### config.mk
export PLATFORM = sky130hd
export DESIGN_NAME = maxpool_window_buffer_flat
export DESIGN_NICKNAME = d
export VERILOG_FILES = /design/src/rtl/maxpool_window_buffer_if.sv /design/src/rtl/maxpool_window_buffer.sv /design/src/flat_wrapper.sv
export SDC_FILE = /design/constraint.sdc
export NUM_CORES = 2
export LEC_CHECK = 0
export BUFFER_PORTS_ARGS = -buffer_cell sky130_fd_sc_hd__buf_4
export CAP_MARGIN = 20
export CORE_ASPECT_RATIO = 1.25
export CORE_UTILIZATION = 45
export CTS_CLUSTER_DIAMETER = 50
export DETAILED_ROUTE_END_ITERATION = 10
export GPL_ROUTABILITY_DRIVEN = 0
export GPL_TIMING_DRIVEN = 0
export HOLD_SLACK_MARGIN = 0.02
export MAX_ROUTING_LAYER = met4
export PLACE_DENSITY = 0.61
export SYNTH_ARGS = -nofsm -noshare
export SYNTH_HDL_FRONTEND = slang
export SYNTH_SLANG_ARGS = --single-unit
### constraint.sdc
create_clock -name clk -period 6.2 [get_ports clk]
set_input_delay 0.93 -clock clk [delete_from_list [all_inputs] [get_ports clk]]
set_output_delay 0.93 -clock clk [all_outputs]
set_load 0.005 [all_outputs]
### src/rtl/maxpool_window_buffer_if.sv
// Handshake bundle for the 2x2 max-pool window gatherer:
// pixel stream in, four-word window out.
interface maxpool_window_buffer_if;
  logic             in_valid;
  logic             in_ready;
  logic [31:0]      in_data;
  logic             win_valid;
  logic             win_ready;
  logic [3:0][31:0] win;
  logic             frame_done;

  modport master (
    output in_valid,
    output in_data,
    output win_ready,
    input  in_ready,
    input  win_valid,
    input  win,
    input  frame_done
  );

  modport slave (
    input  in_valid,
    input  in_data,
    input  win_ready,
    output in_ready,
    output win_valid,
    output win,
    output frame_done
  );
endinterface

### src/rtl/maxpool_window_buffer.sv
// Streaming 2x2 window gatherer ahead of the max-pool stage.
// Optional: define MAXPOOL_RELU_EN to zero negative pixels on entry.
module maxpool_window_buffer #(
  parameter int WIDTH  = 28,
  parameter int HEIGHT = 28
) (
  input logic clk,
  input logic reset,
  maxpool_window_buffer_if.slave bus
);
  localparam int CW = (WIDTH > 2) ? $clog2(WIDTH) : 1;
  localparam int RW = (HEIGHT > 2) ? $clog2(HEIGHT) : 1;

  logic [CW-1:0] col;
  logic [RW-1:0] row;
  logic [31:0]   line_buf [WIDTH];
  logic [31:0]   held;
  logic [31:0]   pix;
  logic          acc;
  logic          col_last;
  logic          row_last;

  assign bus.in_ready = !bus.win_valid || bus.win_ready;
  assign acc          = bus.in_valid && bus.in_ready;
  assign col_last     = col == CW'(WIDTH - 1);
  assign row_last     = row == RW'(HEIGHT - 1);

  always_comb begin
`ifdef MAXPOOL_RELU_EN
    pix = bus.in_data[31] ? 32'h0 : bus.in_data;
`else
    pix = bus.in_data;
`endif
  end

  // Contents are don't-care after reset; every entry is rewritten
  // on the even row before the odd row reads it.
  always_ff @(posedge clk) begin
    if (acc && !row[0])
      line_buf[col] <= pix;
  end

  always_ff @(posedge clk) begin
    if (reset) begin
      col            <= '0;
      row            <= '0;
      held           <= '0;
      bus.win_valid  <= 1'b0;
      bus.frame_done <= 1'b0;
      bus.win        <= '0;
    end else begin
      if (bus.win_valid && bus.win_ready)
        bus.win_valid <= 1'b0;
      if (acc) begin
        if (col_last) begin
          col <= '0;
          row <= row_last ? '0 : row + RW'(1);
        end else begin
          col <= col + CW'(1);
        end
        if (row[0]) begin
          if (!col[0]) begin
            held <= pix;
          end else begin
            bus.win[0]     <= line_buf[col - CW'(1)];
            bus.win[1]     <= line_buf[col];
            bus.win[2]     <= held;
            bus.win[3]     <= pix;
            bus.win_valid  <= 1'b1;
            bus.frame_done <= row_last && col_last;
          end
        end
      end
    end
  end
endmodule

### src/flat_wrapper.sv
// flat-port wrapper written by rule: the top's interface ports become plain ports
module maxpool_window_buffer_flat 
#(
  parameter int WIDTH  = 28,
  parameter int HEIGHT = 28
)
  (clk, reset, bus_in_valid, bus_in_data, bus_win_ready, bus_in_ready, bus_win_valid, bus_win, bus_frame_done);
  maxpool_window_buffer_if bus_i ();
  input logic clk;
  input logic reset;
  input wire logic [$bits(bus_i.in_valid)-1:0] bus_in_valid;
  input wire logic [$bits(bus_i.in_data)-1:0] bus_in_data;
  input wire logic [$bits(bus_i.win_ready)-1:0] bus_win_ready;
  output wire logic [$bits(bus_i.in_ready)-1:0] bus_in_ready;
  output wire logic [$bits(bus_i.win_valid)-1:0] bus_win_valid;
  output wire logic [$bits(bus_i.win)-1:0] bus_win;
  output wire logic [$bits(bus_i.frame_done)-1:0] bus_frame_done;
  assign bus_i.in_valid = bus_in_valid;
  assign bus_i.in_data = bus_in_data;
  assign bus_i.win_ready = bus_win_ready;
  assign bus_in_ready = bus_i.in_ready;
  assign bus_win_valid = bus_i.win_valid;
  assign bus_win = bus_i.win;
  assign bus_frame_done = bus_i.frame_done;
  maxpool_window_buffer #(.WIDTH(WIDTH), .HEIGHT(HEIGHT)) u_core (.clk(clk), .reset(reset), .bus(bus_i));
endmodule
# == After elaboration in Yosys (flattened, before gate mapping) ==
# Memory sizes are Yosys's and may differ from the RTL's. A register that Yosys moved wholly into a read port is not among the register bits.
# Index checks and enable logic that the tools add are counted.
# op_classes
addsub,3
n_eq_ne,2
mux,8
bitwise_logic,1
reduce_logical,10
# ops
operator,n
$add 5x1->5 const B,2
$eq 5x5->1 const B,2
$mux 5,2
$mux 1,6
$reduce_and 3->1,2
$sub 5x1->5 const B,1
$logic_and 1x1->1,4
$logic_not 1->1,2
$reduce_and 2->1,1
$logic_or 1x1->1,1
$not 1->1,1
# word_totals
regBits,108
ramBits,896
in_bits,36
output_inout_bits,131
wordCells,32
memories,1
# mem_list
name,words,width,rd,rd_ports_with_merged_regs,write_ports,line,rtl
u_core.line_buf,28,32,2,2,1,maxpool_window_buffer.sv:16,logic [31:0] line_buf [WIDTH];

# == Logic depth before layout (Yosys ltp) ==
# logic_depth
word_depth,6
mapped_depth,14
mapped_depth_nobuf,7

# == Worst setup path after synthesis ==
# Ideal clock, no wire load.
# synth_path
path_type,in2reg
start,in bus_win_ready
end,mem u_core.line_buf[1][0] (enable)
setup_ns,0.461
arrival_ns,3.873
required_ns,5.739
setup_slack_ns,1.866
cell_stages,5
path_buffers,1
path_cell_list,nor2b_1 > clkbuf_1 > nor3_1 > nand2_1 > nor3_1
# synth_between
elab_chain_cells,5
# synth_lines
item,line,rtl
"start, declared",flat_wrapper.sv:13,input wire logic [$bits(bus_i.win_ready)-1:0] bus_win_ready;
$logic_or 1x1->1,maxpool_window_buffer.sv:23,assign bus.in_ready = !bus.win_valid || bus.win_ready;
$logic_and 1x1->1,maxpool_window_buffer.sv:24,assign acc = bus.in_valid && bus.in_ready;
$logic_and 1x1->1,maxpool_window_buffer.sv:39,if (acc && !row[0])
$mux 1,maxpool_window_buffer.sv:39,
$mux 1 (implied by the code),maxpool_window_buffer.sv:40,line_buf[col] <= pix;
"end, declared",maxpool_window_buffer.sv:16,
# Every way passes these cells.

# == Final worst setup path ==
# layout_path
start,reg u_core.col[1]
end,"reg u_core.bus.win[5], read port of u_core.line_buf"
# layout_between
elab_chain_cells,1
# layout_lines
item,line,rtl
"start, declared",maxpool_window_buffer.sv:14,logic [CW-1:0] col;
"start signal, assigned",maxpool_window_buffer.sv:59,col <= col + CW'(1);
$sub 5x1->5,maxpool_window_buffer.sv:65,bus.win[0] <= line_buf[col - CW'(1)];
"end, declared",maxpool_window_buffer_if.sv:28,"output win,"
# Every way passes these cells.
# A chain may end at the register's enable or synchronous reset.

==> metrics.md <==
| Metric | Value |
|---|---|
| Outcome | `finished, final reports clean` |
| DRT Pass-1 Iters | `5` |
| Async S/R FF share, synth | `0%` |
| PD cells | `313 nW/um^2` |
| Number of synthesized register bits | `~1,100` |
| Number of flops mapped to enable cells by yosys | `896` |
| Routed len/inst | `35.7 um` |
| Top FF cell, synth | `edfxtp_1` |
| Post-CTS setup buffers | `0` |
| Port-buffer cells | `165` |
| Post-CTS Hold Buffers | `0` |
| Area of the die | `about 100,000 um^2` |
| P_sw | `between 4 and 5 mW` |
| WP data required | `about 6.8 ns` |
| Total global-route track usage | `a little under a third` |
| Syn_area_per_cell | `roughly 17 um^2` |
| Io pins | `between 150 and 200` |
| Worst Path Max Fanout | `10` |
| Post-synth top area cell | `edfxtp_1` |
| DIE HEIGHT | `~360 um` |
| Startpoint types | `register` |
| Switching Fraction | `roughly 26%` |
| Minimum clock period | `between 5 and 6 ns` |
| Max VDD drop | `0.214 mV` |
| Yosys warns | `0` |
| CTS Sinks | `between 1,000 and 1,500` |
| # nets final | `3,124` |
| Setup CP Type | `reg2reg` |
| Worst Clk Skew | `0.0389 ns` |
| Yosys top cell area share | `around three fifths` |
| Synth cell types | `55` |
| Seq/Total Area, Yosys | `65.4%` |
| Num rows | `131` |
| Core Box Area | `102,000 um^2` |
| CP arrival | `5.89 ns` |
| Design Area, Final | `~54,000 um^2` |
| Clock Pin Slew Worst Setup and Hold Paths | `0.07 ns` |
| Setup Viol. Count Final | `0` |
| Area after DPL | `50,400 um^2` |
| Fill cell count | `about 8,100` |
| Static leakage | `17.4 nW` |
| Die W | `slightly below 300 um` |
| DR iter-0 viols | `about 4,200` |
| Slew @ Worst Pin | `roughly 1.3 ns` |
| Seq pwr share | `between 40% and 50%` |
| Post-synthesis cell count | `2,735` |
| Layout cells sized above 1 | `between 30% and 40%` |
| Bufs on Longest Clock Path | `3` |
| Combinational share of power | `11.8%` |
| Fmax | `roughly 190 MHz` |
| Clock root cell | `clkbuf_16` |
| Synth top area cells | `edfxtp_1 (58%), mux4_2 (18%), dfxtp_1 (7.4%), mux2i_1 (3.1%), nand2_1 (2.6%)` |
| DP Wirelength | `roughly 110,000 um` |
| Hold Fails Final Rpt | `0` |
| Slew margin rel. | `roughly 14%` |
| Int Pwr | `around 13 mW` |
| Max-Cap Viols | `0` |
| Initial antenna violation count | `5` |
| Worst Hold Class | `reg2reg` |
| Remaining DRCs | `0` |
| Overflow after GRT | `0` |
| CTS buffer count | `approximately 120` |
| Worst-Skew Late Latency | `roughly 0.76 ns` |
| Max Slew Vio Count | `0` |
| P&R area growth vs syn | `17.3%` |
| Final core utilization | `a little over half` |
| Via density | `6.62` |
| RSZ-0062 raised after global routing | `false` |
| Total wire length | `161,000 um` |
| Clock share of power | `42.2%` |
| Initial Util | `a little under half` |
| ANT nets after route | `0` |
| First-pass GRT wire length | `between 200,000 and 250,000 um` |
| Vias in the first global route | `between 20,000 and 30,000` |
| Total power | `approximately 17 mW` |
| H-tree depth | `3` |
| Pin count of the biggest net entering global routing | `31` |
| Post-cts repair resize count | `0` |
| Routed via count | `between 20,000 and 30,000` |
| Cell area after synthesis | `46,400 um^2` |
| Crit. End Element | `register` |
| Synthesized Nets | `roughly 2,800` |
| TritonCTS clock tree | `done` |
| Period Utilization, post-route | `84.7%` |
## worst paths after layout
kind | start | to | slack (ns) | depth (start not counted)
setup / recovery | u_core.col[1] | u_core.bus.win[5] | 0.95 | 13
hold / removal | u_core.held[4] | u_core.bus.win[68] | 0.44 | 2
setup reg to reg | u_core.col[1] | u_core.bus.win[5] | 0.95 | 13
hold reg to reg | u_core.held[4] | u_core.bus.win[68] | 0.44 | 2
## layout by cell type (no fill, tap or decap), types with 12 or more instances in the layout
| cell type | count |
|---|---|
| clkinv_2 | 20 |
| a22oi_1 | 33 |
| dfxtp_1 | 172 |
| nor3_1 | 30 |
| buf_4 | 185 |
| clkbuf_16 | 119 |
| nor2_1 | 74 |
| nand2_1 | 316 |
| buf_2 | 77 |
| o2111ai_1 | 16 |
| nand3_1 | 46 |
| a21oi_1 | 156 |
| a221oi_1 | 17 |
| buf_1 | 12 |
| a32o_1 | 32 |
| o21ai_0 | 37 |
| mux4_2 | 375 |
| nor2_4 | 19 |
| clkbuf_1 | 106 |
| mux2_2 | 33 |
| mux2i_1 | 145 |
| buf_6 | 46 |
| a211oi_1 | 37 |
| buf_12 | 19 |
| edfxtp_1 | 896 |
| a22o_1 | 12 |
## area by class of cell
class	instances	area, um^2	area share [%]
Buffer	211	1060	1.94
Timing Repair Buffer	230	2190	4.03
Multi-Input combinational cell	1450	15100	27.8
Antenna cell	3	7.51	0.0138
Sequential cell	1068	30300	55.8
Inverter	6	22.5	0.0414
Clock inverter	76	808	1.49
Clock buffer	145	3190	5.85
Tap cell	1330	1660	3.06
## Yosys cell counts, drive strengths merged (17+ instances only)
cell type  number
edfxtp        896
mux4          375
nand2         316
dfxtp         172
a21oi         156
mux2i         145
buf           120
nor2           94
clkbuf         91
nand3          46
o21ai          43
nor3           40
a211oi         37
a22oi          33
mux2           33
a32o           32
a221oi         17
## critical path: stages (launching register included)
cell and delay (ns):
dfxtp_1 0.42, buf_4 0.26, buf_4 0.31, buf_4 0.35, buf_2 0.49, inv_1 0.16, ha_1 0.21, buf_2 0.18
inv_1 0.08, a21oi_1 0.06, o31ai_1 1.00, clkbuf_1 0.69, nand3_1 0.49, a32o_1 0.41
## metal layers
| layer | track usage [%] | vias to the layer above | wire length [um] |
|---|---|---|---|
| li1 | - | 11800 | - |
| met1 | 39.8 | 15591 | 59000 |
| met2 | 49.6 | 2082 | 76900 |
| met3 | 6.99 | 421 | 16800 |
| met4 | 15.6 | 0 | 8660 |
| met5 | - | - | 0 |
## stage by stage
step	hold slack, ns	instances	setup WS (ns)	TNS [ns]
2_1_floorplan	0.432	2735	1.87	0
3_3_place_gp	0.445	4230	-2.09	-516.43
3_5_place_dp	0.447	4292	1.14	0
5_1_grt	0.467	4519	1.02	0
4_1_cts	0.437	4513	1.13	0
6_report	0.444	4519	0.950	0
## power by group through the flow
stage | Clock, mW | Combinational, mW | Sequential [mW]
2_1_floorplan | 0 | 1.14 | 7.98
3_3_place_gp | 0 | 1.89 | 7.99
3_5_place_dp | 0 | 1.96 | 7.98
4_1_cts | 7.20 | 1.97 | 7.83
5_1_grt | 7.47 | 2.06 | 7.83
6_report | 7.18 | 2.00 | 7.83
## cells by family after synthesis
logic type | Yosys count | synth area share, %
DFF | 1068 | 65.4
muxes | 553 | 22.1
and+or+nand+nor | 528 | 4.75
AOI/OAI and AO/OA | 359 | 5.09
buffers and inverters | 217 | 2.33
xor gates and xnor gates | 5 | 0.111
adders and majority gates | 5 | 0.135
## sequential cells by signal (all words and copies together) (netlist names)
register	cells
u_core.line_buf	896
u_core.bus.win	128
u_core.held	32
u_core.col	5
u_core.row	5
u_core.bus.frame_done	1
u_core.bus.win_valid	1
No activity file was read; power rests on OpenSTA's default activity.
